File: src/rtl/ssp_param.sv
// Parametrised synchronous serial port: bus-side TX/RX FIFOs, framed serial TX and RX, sticky RX overrun.
// Define SSP_LOOPBACK_EN to add the LBM input that routes the transmitter into the receiver internally.

module ssp_param_fifo #(
    parameter int W     = 8,
    parameter int DEPTH = 4
) (
    input  logic         clk,
    input  logic         rst_n,
    input  logic         push,
    input  logic [W-1:0] push_data,
    input  logic         pop,
    output logic [W-1:0] head,
    output logic         empty,
    output logic         full
);
    localparam int AW = $clog2(DEPTH);
    localparam logic [AW-1:0] PTR_ONE  = AW'(1);
    localparam logic [AW:0]   CNT_ONE  = (AW+1)'(1);
    localparam logic [AW:0]   CNT_FULL = (AW+1)'(DEPTH);

    logic [W-1:0]  mem [DEPTH];
    logic [AW-1:0] wr_ptr;
    logic [AW-1:0] rd_ptr;
    logic [AW:0]   count;
    logic          do_push;
    logic          do_pop;

    assign empty   = (count == '0);
    assign full    = (count == CNT_FULL);
    assign do_pop  = pop && !empty;
    // A pop in the same cycle frees the slot, so a full FIFO still accepts the push.
    assign do_push = push && (!full || do_pop);
    assign head    = mem[rd_ptr];

    always_ff @(posedge clk or negedge rst_n) begin
        if (!rst_n) begin
            wr_ptr <= '0;
            rd_ptr <= '0;
            count  <= '0;
        end else begin
            if (do_push) wr_ptr <= wr_ptr + PTR_ONE;
            if (do_pop)  rd_ptr <= rd_ptr + PTR_ONE;
            case ({do_push, do_pop})
                2'b10:   count <= count + CNT_ONE;
                2'b01:   count <= count - CNT_ONE;
                default: count <= count;
            endcase
        end
    end

    always_ff @(posedge clk) begin
        if (do_push) mem[wr_ptr] <= push_data;
    end
endmodule

module ssp_param #(
    parameter int DATA_W     = 8,
    parameter int FIFO_DEPTH = 4,
    parameter int CLK_DIV    = 1
) (
    input  logic              PCLK,
    input  logic              CLEAR_B,
    input  logic              PSEL,
    input  logic              PWRITE,
    input  logic [DATA_W-1:0] PWDATA,
    output logic [DATA_W-1:0] PRDATA,
    input  logic              SSPCLKIN,
    input  logic              SSPFSSIN,
    input  logic              SSPRXD,
`ifdef SSP_LOOPBACK_EN
    input  logic              LBM,
`endif
    output logic              SSPCLKOUT,
    output logic              SSPFSSOUT,
    output logic              SSPTXD,
    output logic              SSPOE_B,
    output logic              SSPTXINTR,
    output logic              SSPRXINTR,
    output logic              SSPRXOVR,
    output logic [1:0]        tx_state,
    output logic              rx_state
);
    typedef enum logic [1:0] {TX_IDLE, TX_FRAME, TX_DATA} tx_state_e;
    typedef enum logic       {RX_IDLE, RX_RECV} rx_state_e;

    localparam int DW = $clog2(CLK_DIV + 1);
    localparam int BW = $clog2(DATA_W + 1);
    localparam logic [DW-1:0] DIV_LAST  = DW'(CLK_DIV - 1);
    localparam logic [DW-1:0] DIV_ONE   = DW'(1);
    localparam logic [BW-1:0] BITS_ALL  = BW'(DATA_W);
    localparam logic [BW-1:0] BITS_LAST = BW'(DATA_W - 1);
    localparam logic [BW-1:0] BITS_ONE  = BW'(1);

    // Bus handshake: a transfer happens on every PCLK edge with PSEL=1 (no wait states);
    // PWRITE=1 pushes PWDATA into TX, PWRITE=0 pops the RX head shown on PRDATA.
    logic bus_write;
    logic bus_read;
    assign bus_write = PSEL && PWRITE;
    assign bus_read  = PSEL && !PWRITE;

    logic [DW-1:0] div_cnt;
    logic          clk_out_q;
    logic          div_wrap;
    logic          tick;

    assign div_wrap = (div_cnt == DIV_LAST);
    assign tick     = div_wrap && !clk_out_q;

    always_ff @(posedge PCLK or negedge CLEAR_B) begin
        if (!CLEAR_B) begin
            div_cnt   <= '0;
            clk_out_q <= 1'b0;
        end else if (div_wrap) begin
            div_cnt   <= '0;
            clk_out_q <= !clk_out_q;
        end else begin
            div_cnt   <= div_cnt + DIV_ONE;
        end
    end

    logic [DATA_W-1:0] tx_head;
    logic              tx_empty;
    logic              tx_full;
    logic              tx_pop;
    tx_state_e         tx_st;
    logic [DATA_W-1:0] tx_shift;
    logic [BW-1:0]     tx_bits;
    logic              fss_q;
    logic              txd_q;
    logic              oe_b_q;

    ssp_param_fifo #(.W(DATA_W), .DEPTH(FIFO_DEPTH)) u_tx_fifo (
        .clk       (PCLK),
        .rst_n     (CLEAR_B),
        .push      (bus_write),
        .push_data (PWDATA),
        .pop       (tx_pop),
        .head      (tx_head),
        .empty     (tx_empty),
        .full      (tx_full)
    );

    // The FSM takes a new word either from IDLE or right after the last data bit of the current word.
    assign tx_pop = tick && !tx_empty &&
                    ((tx_st == TX_IDLE) || (tx_st == TX_DATA && tx_bits == BITS_ALL));

    always_ff @(posedge PCLK or negedge CLEAR_B) begin
        if (!CLEAR_B) begin
            tx_st    <= TX_IDLE;
            tx_shift <= '0;
            tx_bits  <= '0;
            fss_q    <= 1'b0;
            txd_q    <= 1'b0;
            oe_b_q   <= 1'b1;
        end else if (tick) begin
            case (tx_st)
                TX_IDLE: begin
                    if (tx_pop) begin
                        tx_shift <= tx_head;
                        fss_q    <= 1'b1;
                        tx_st    <= TX_FRAME;
                    end else begin
                        fss_q    <= 1'b0;
                        oe_b_q   <= 1'b1;
                    end
                end
                TX_FRAME: begin
                    fss_q    <= 1'b0;
                    oe_b_q   <= 1'b0;
                    txd_q    <= tx_shift[DATA_W-1];
                    tx_shift <= tx_shift << 1;
                    tx_bits  <= BITS_ONE;
                    tx_st    <= TX_DATA;
                end
                TX_DATA: begin
                    if (tx_bits == BITS_ALL) begin
                        oe_b_q <= 1'b1;
                        txd_q  <= 1'b0;
                        if (tx_pop) begin
                            tx_shift <= tx_head;
                            fss_q    <= 1'b1;
                            tx_st    <= TX_FRAME;
                        end else begin
                            tx_st    <= TX_IDLE;
                        end
                    end else begin
                        txd_q    <= tx_shift[DATA_W-1];
                        tx_shift <= tx_shift << 1;
                        tx_bits  <= tx_bits + BITS_ONE;
                    end
                end
                default: tx_st <= TX_IDLE;
            endcase
        end
    end

    logic rx_clk;
    logic rx_fss;
    logic rx_dat;

`ifdef SSP_LOOPBACK_EN
    assign rx_clk  = LBM ? clk_out_q : SSPCLKIN;
    assign rx_fss  = LBM ? fss_q     : SSPFSSIN;
    assign rx_dat  = LBM ? txd_q     : SSPRXD;
    assign SSPOE_B = oe_b_q | LBM;
`else
    assign rx_clk  = SSPCLKIN;
    assign rx_fss  = SSPFSSIN;
    assign rx_dat  = SSPRXD;
    assign SSPOE_B = oe_b_q;
`endif

    logic              rx_clk_q;
    logic              rx_fall;
    rx_state_e         rx_st;
    logic [DATA_W-1:0] rx_shift;
    logic [BW-1:0]     rx_bits;
    logic              rx_valid;
    logic              rx_drop;
    logic              ovr_q;
    logic [DATA_W-1:0] rx_head;
    logic              rx_empty;
    logic              rx_full;

    assign rx_fall = rx_clk_q && !rx_clk;
    // A full RX FIFO only loses the word when the bus is not popping in the same cycle.
    assign rx_drop = rx_valid && rx_full && !bus_read;

    always_ff @(posedge PCLK or negedge CLEAR_B) begin
        if (!CLEAR_B) begin
            rx_clk_q <= 1'b0;
            rx_st    <= RX_IDLE;
            rx_shift <= '0;
            rx_bits  <= '0;
            rx_valid <= 1'b0;
            ovr_q    <= 1'b0;
        end else begin
            rx_clk_q <= rx_clk;
            rx_valid <= 1'b0;
            if (rx_drop) ovr_q <= 1'b1;
            if (rx_fall) begin
                case (rx_st)
                    RX_IDLE: begin
                        if (rx_fss) begin
                            rx_st   <= RX_RECV;
                            rx_bits <= '0;
                        end
                    end
                    RX_RECV: begin
                        rx_shift <= {rx_shift[DATA_W-2:0], rx_dat};
                        if (rx_bits == BITS_LAST) begin
                            rx_valid <= 1'b1;
                            rx_st    <= RX_IDLE;
                        end else begin
                            rx_bits  <= rx_bits + BITS_ONE;
                        end
                    end
                    default: rx_st <= RX_IDLE;
                endcase
            end
        end
    end

    ssp_param_fifo #(.W(DATA_W), .DEPTH(FIFO_DEPTH)) u_rx_fifo (
        .clk       (PCLK),
        .rst_n     (CLEAR_B),
        .push      (rx_valid),
        .push_data (rx_shift),
        .pop       (bus_read),
        .head      (rx_head),
        .empty     (rx_empty),
        .full      (rx_full)
    );

    assign PRDATA    = rx_empty ? '0 : rx_head;
    assign SSPCLKOUT = clk_out_q;
    assign SSPFSSOUT = fss_q;
    assign SSPTXD    = txd_q;
    assign SSPTXINTR = tx_full;
    assign SSPRXINTR = rx_full;
    assign SSPRXOVR  = ovr_q;
    assign tx_state  = tx_st;
    assign rx_state  = rx_st;
endmodule

File: config.mk
export PLATFORM = sky130hd
export DESIGN_NAME = ssp_param
export DESIGN_NICKNAME = d
export VERILOG_FILES = /design/src/rtl/ssp_param.sv
export SDC_FILE = /design/constraint.sdc
export NUM_CORES = 1
export LEC_CHECK = 0
export CAP_MARGIN = 20
export CORE_MARGIN = 8
export CORE_UTILIZATION = 53
export CTS_BUF_LIST = sky130_fd_sc_hd__clkbuf_16
export CTS_CLUSTER_SIZE = 40
export DETAILED_ROUTE_END_ITERATION = 7
export PLACE_DENSITY_LB_ADDON = 0.2
export SLEW_MARGIN = 0
export SYNTH_ARGS = -nofsm -noshare
export SYNTH_HDL_FRONTEND = slang
export SYNTH_HIERARCHICAL = 1
export SYNTH_SLANG_ARGS = --single-unit
File: constraint.sdc
create_clock -name PCLK -period 3.2 [get_ports PCLK]
set_input_delay 0.48 -clock PCLK [delete_from_list [all_inputs] [get_ports PCLK]]
set_output_delay 0.48 -clock PCLK [all_outputs]
set_load 0.01 [all_outputs]
; Yosys cells after proc, flatten, opt, wreduce, memory -nomap -nowiden
; Memory sizes are Yosys's and may differ from the RTL's.
; Cells that the tools add are included.
[totals]
ff_bits = 49
mem_bits_rw = 64
out_inout_bits = 18
n_memories = 2
[classes]
add_sub_neg = 11
n_eq_ne = 17
mux = 35
bitwise_logic = 2
reduce_logical = 39
[memory_table]
columns = name, words, width, read_ports, rd_ports_with_merged_regs, wr, line_no
row1 = u_rx_fifo.mem, 4, 8, 1, 0, 1, 22  ; logic [W-1:0] mem [DEPTH];
row2 = u_tx_fifo.mem, 4, 8, 1, 0, 1, 22
[ops]
columns = operator, n
row1 = $mux W8, 3
row2 = $pmux W8 S3, 1
row3 = $mux W1, 17
row4 = $pmux W4 S2, 2
row5 = $logic_and A1 B1 Y1, 13
row6 = $mux W4, 3
row7 = $pmux W3 S2, 2
row8 = $reduce_and A3 Y1, 3
row9 = $add A2 B1 Y2 const B, 4
row10 = $add A4 B1 Y4 const B, 2
row11 = $logic_not A1 Y1, 8
row12 = $ne A2 B2 Y1 const B, 4
row13 = $reduce_and A4 Y1, 2
row14 = $add A3 B1 Y3 const B, 2
row15 = $eq A2 B1 Y1 const B, 3
row16 = $eq A2 B2 Y1 const B, 3
row17 = $eq A3 B3 Y1 const B, 2
row18 = $logic_not A3 Y1, 2
row19 = $ne A2 B1 Y1 const B, 3
row20 = $pmux W1 S3, 2
row21 = $pmux W2 S3, 1
row22 = $reduce_and A2 Y1, 3
row23 = $reduce_bool A2 Y1, 3
row24 = $sub A3 B1 Y3 const B, 2
row25 = 9 further kinds, 14

; Depth between registers and ports, before layout
[logic_depth]
depth_word = 9
depth_mapped = 14
depth_no_buf = 11

; By module
; Netlist, hierarchy kept.
[by_module_without_submodules]
columns = module, instances, cells_each, area_each_um2, seq_area_each_um2
row1 = ssp_param_fifo, 2, 94, 1669.1, 1136.1
row2 = ssp_param, 1, 179, 1873.0, 852.1

; Least setup slack after synthesis
; OpenSTA, ideal clock, no wires.
[synth_path]
path_type = register to register
start = reg tx_st[0], in the netlist tx_state[0]
end = reg u_tx_fifo.count[2]
setup_ns = 0.146
t_arrival_ns = 3.044
setup_slack_ns = 0.010
stages_incl_launch_ff = 15
path_buffers = 3
synth_period_minus_slack_ns = 3.190
cell_sequence = dfrtp_1 inv_1 ha_1 buf_2 and4b_4 buf_6 nor2_1 nor3_1 clkbuf_1 nand2b_1 or2_2 fa_1 nand2b_1 o211ai_1 o311ai_0
[synth_between]
elab_chain_cells = 9
word_cells_on_any_way = 12
cone_classes = 3 x eq/ne / 1 x mux / 8 x reduce/logical
[synth_rtl]
columns = element, line_no
row1 = "start, declared", 126  ; tx_state_e tx_st;
row2 = "start signal, assigned", 150  ; tx_st <= TX_IDLE;
row3 = "start signal, assigned", 162  ; tx_st <= TX_FRAME;
row4 = "start signal, assigned", 174  ; tx_st <= TX_DATA;
row5 = $eq A2 B2 Y1, 146  ; ((tx_st == TX_IDLE) || (tx_st == TX_DATA && tx_bits == BITS_ALL));
row6 = $logic_and A1 B1 Y1, 146
row7 = $logic_or A1 B1 Y1 (*), 146
row8 = $logic_and A1 B1 Y1 (*), 145  ; assign tx_pop = tick && !tx_empty &&
row9 = net tx_pop, 125  ; logic tx_pop;
row10 = $logic_and A1 B1 Y1 (*), 31  ; assign do_pop = pop && !empty;
row11 = $logic_or A1 B1 Y1, 33  ; assign do_push = push && (!full || do_pop);
row12 = $logic_and A1 B1 Y1, 33
row13 = $eq A2 B1 Y1 or $eq A2 B2 Y1 (tied branches), 44  ; case ({do_push, do_pop})
row14 = $pmux W3 S2 or $reduce_bool A2 Y1 (tied branches), -
row15 = "end signal, assigned", 45  ; 2'b10: count <= count + CNT_ONE;
row16 = "end signal, assigned", 46  ; 2'b01: count <= count - CNT_ONE;
row17 = "end signal, assigned", 47  ; default: count <= count;
row18 = "end, declared", 25  ; logic [AW:0] count;
; Mark *: on every way through the listed nets, which the timed path passes. The rest lies on a longest branch.
; A chain may end at the register's enable or synchronous reset.

; Worst setup path in the final report
[layout_path]
start = reg tx_bits[0]
end = reg u_tx_fifo.count[2]
[layout_between]
elab_chain_cells = 9
word_cells_on_any_way = 11
cone_classes = 3 x eq/ne / 1 x mux / 7 x reduce/logical
[layout_rtl]
columns = element, line_no
row1 = "start, declared", 128  ; logic [BW-1:0] tx_bits;
row2 = "start signal, assigned", 190  ; tx_bits <= tx_bits + BITS_ONE;
row3 = $eq A4 B4 Y1 (*), 146
row4 = $logic_and A1 B1 Y1 (*), 146
row5 = $logic_or A1 B1 Y1 (*), 146
row6 = $logic_and A1 B1 Y1 (*), 145
row7 = net tx_pop, 125
row8 = $logic_and A1 B1 Y1 (*), 31
row9 = $logic_or A1 B1 Y1, 33
row10 = $logic_and A1 B1 Y1, 33
row11 = $eq A2 B1 Y1 or $eq A2 B2 Y1 (tied branches), 44
row12 = $pmux W3 S2 or $reduce_bool A2 Y1 (tied branches), -
; Marks and branches as above.

==> results.md <==
* First-pass GRT wire length at 15500 um
* Sw frac at between 30% and 40%
* Worst-Skew Late Latency at 0.34 ns
* Nets at 433
* Worst path arrival time at 3.18 ns
* Synth top area share at 36.9%
* Post-CTS Setup Repair Bufs at 0
* Switching power of the nets at 1.46 mW
* Die width at 115 um
* Number of routed nets with antenna violations at 0
* Worst slew margin at between 50% and 60%
* Resized cells post-CTS at 0
* CP max-delay cell: dfrtp_1
* Crit. path cell count at 11
* Fmax at roughly 330 MHz
* CP top delay family: simple AND/OR/NAND/NOR gates
* CTS tree: yes
* P per Cell Area at 795 nW/um^2
* Row count at 36
* Final Power at between 4 and 5 mW
* Final-report hold violation count at 0
* Synth top area cells: edfxtp_1 (37%), dfrtp_1 (23%), mux4_2 (6.9%)
* Syn avg cell area at between 10 and 15 sq um
* Vias/cell at between 5 and 6
* Final setup viols at 0
* Largest fanout on the critical path at 14
* Peak supply drop at 0.000451 V
* Cells after synthesis at between 300 and 400
* Most numerous cell in the Yosys netlist: edfxtp_1
* Hold Slack at 0.181 ns
* H-tree depth at 3
* Comb power frac at 30.2%
* Per-cell routed wire length at 17.5 um
* Post-route cell area at about 5900 sq um
* Top_reg_cell synth: edfxtp_1
* Initial Utilization at ~54%
* DR DRC count at 0
* LEAKAGE at around 2.3 nW
* Pre-CTS WS at 0.360 ns
* DR vias at 3008
* Initial antenna violation count at 0
* Post-synth cell types at between 50 and 60
* Worst EP required at roughly 3.4 ns
* Clock root buffer: clkbuf_16
* Final worst slack at 0.198 ns
* Clock power share at 23.0%
* Yosys warns at 6
* DP Area at 5650 sq um
* Die ar. at 13300 sq um
* Area growth from synthesis to layout at 13.9%
* Status: complete, no violations
* Register area share after synthesis at 60.0%
* Largest net degree at the start of global routing at 30
* Buffers on Ports at 32
* Crit path launch type: flip-flop
* # IOs at 33
* Diodes inserted at 0
* 1st-pass router iterations at 4
* Clk slew on worst S/H paths at about 0.070 ns
* Max-slew violations at 0
* Top cell by count, worst path: nand2b_1
* Ys async rst share at 42.9%
* DPL Wire Length at approximately 6400 um
* HP Class: in2async
* # Max-Cap Violations at 0
* CP peak stage delay at 0.44 ns
* Worst r2r path cells at 11
* Internal at approximately 3.3 mW
* Yosys top cell by area: edfxtp_1
* Worst Path Buf+Inv at 1
* Final Wtd Congestion at 0.799
* Vias in the first global route at ~3.1k
* Critical path type: reg2reg
* Share of layout cells above drive strength 1 at around 15%
* Critical Path Sink Type: flip-flop
* Overall routing resource usage at roughly 15%
* DIE HEIGHT at 115 um
* Fin crit period at about 3.0 ns
* TNS Setup at 0 ns
* Core Footprint at 9640 sq um
* Sink Count at 112
* Grt ovf at 0
* Initial drt markers at 183
* Cts bufs inserted at 9
* Period utilization at 93.8%
* Power share of the sequential group at 46.7%
* EDFF count, synth at 64
* Syn nets at 401
* Clock Skew at 0.00838 ns
* Unrepaired setup endpoints after global routing: false
* Critical-path cell list: inv_1, ha_1, and4b_4, nor2_1, nor3_1, nand2b_1, or2_2, fa_1, nand2b_1, o211ai_1, o311ai_0
* Worst-margin pin slew at 0.684 ns
* Clock Tree Buf Depth at 2
* Drt total wl at 9360 um
* CTS Hold Bufs at 0
* Mapped Area at 5210 sq um
* Synth top cells by count: edfxtp_1 (64), dfrtp_1 (47), inv_1 (27), ha_1 (17)
* #FFs+latches synth at 112
-- worst register-to-register path, stage by stage (launching register included) --
cell and delay (ns):
dfrtp_1 0.44, inv_1 0.10, ha_1 0.24, and4b_4 0.37, nor2_1 0.06, nor3_1 0.23, nand2b_1 0.12, or2_2 0.30
fa_1 0.37, nand2b_1 0.16, o211ai_1 0.22, o311ai_0 0.20
-- area by class of cell --
type                       instances  area [sq um]
fill                             775          3700
timing repair buffer              38           360
tap                              133           166
sequential                       112          3120
multi-input combinational        211          1900
clock buffer                       9           225
clock inverter                     6          61.3
inverter                          27           101
-- metrics by stage --
stage	cells	utilization, %
floorplan	367	-
global placement	521	58.6
detailed placement	521	58.6
CTS	536	61.6
global route	536	61.6
finish	536	61.6
-- placed cells by master (no fill, tap or decap), types with 8 or more instances in the layout --
cell type and count:
mux2_2 10, xnor2_1 8, nor2b_1 15, nand2_1 10, clkbuf_16 9, inv_1 28, o21ai_0 16, nand4_1 9
edfxtp_1 64, dfrtp_1 47, ha_1 17, mux4_2 16, clkdlybuf4s50_1 31, nor2_1 9, and2_1 9
-- power groups by stage --
stage	combinational (mW)	sequential (mW)	clock, mW
6_report	1.43	2.21	1.09
5_1_grt	1.57	2.26	1.18
4_1_cts	1.45	2.21	1.12
3_5_place_dp	1.44	2.24	0
3_3_place_gp	1.40	2.23	0
2_1_floorplan	1.10	2.05	0
-- kinds of logic after synthesis --
group | after synthesis | share of synthesized area (%)
compound gates | 60 | 8.79
xor+xnor | 10 | 1.68
fa+ha+maj | 19 | 4.85
buf+inv | 44 | 3.60
flops | 112 | 60.0
mux | 32 | 10.4
simple gates | 90 | 10.7
-- flip-flops by register name, summed over array words and instances (netlist names) --
name	cells
u_tx_fifo/wr_ptr	2
u_rx_fifo/wr_ptr	2
tx_shift	8
SSPFSSOUT	1
u_rx_fifo/count	3
SSPRXOVR	1
rx_bits	4
u_rx_fifo/mem	32
u_tx_fifo/count	3
rx_shift	8
tx_state	2
tx_bits	4
rx_clk_q	1
rx_valid	1
SSPOE_B	1
SSPCLKOUT	1
rx_state	1
u_rx_fifo/rd_ptr	2
u_tx_fifo/rd_ptr	2
u_tx_fifo/mem	32
SSPTXD	1
-- path summary, 6_finish.rpt --
path,startpoint,endpoint,slack [ns]
min in group PCLK,SSPOE_B$_DFFE_PN1P_,SSPOE_B$_DFFE_PN1P_,0.47
max reg2reg,tx_bits[0]$_DFFE_PN0P_,u_tx_fifo/count[2]$_DFFE_PN0P_,0.20
max,tx_bits[0]$_DFFE_PN0P_,u_tx_fifo/count[2]$_DFFE_PN0P_,0.20
min,CLEAR_B,rx_shift[7]$_DFFE_PN0P_,0.18
max in group asynchronous,CLEAR_B,u_tx_fifo/rd_ptr[0]$_DFFE_PN0N_,2.28
min reg2reg,SSPOE_B$_DFFE_PN1P_,SSPOE_B$_DFFE_PN1P_,0.47
-- metal layers --
layer / vias to the layer above / part of all wire (%) / wire length [um] / GRT usage (%)
met5: - / 0 / 0 / 0
met4: 0 / 0.99 / 93 / 4.90
met3: 6 / 2.7 / 255 / 4.04
met2: 41 / 51 / 4800 / 26.0
met1: 1540 / 45 / 4210 / 18.2
li1: 1421 / - / - / -
Power figures use the tool's default switching activity.
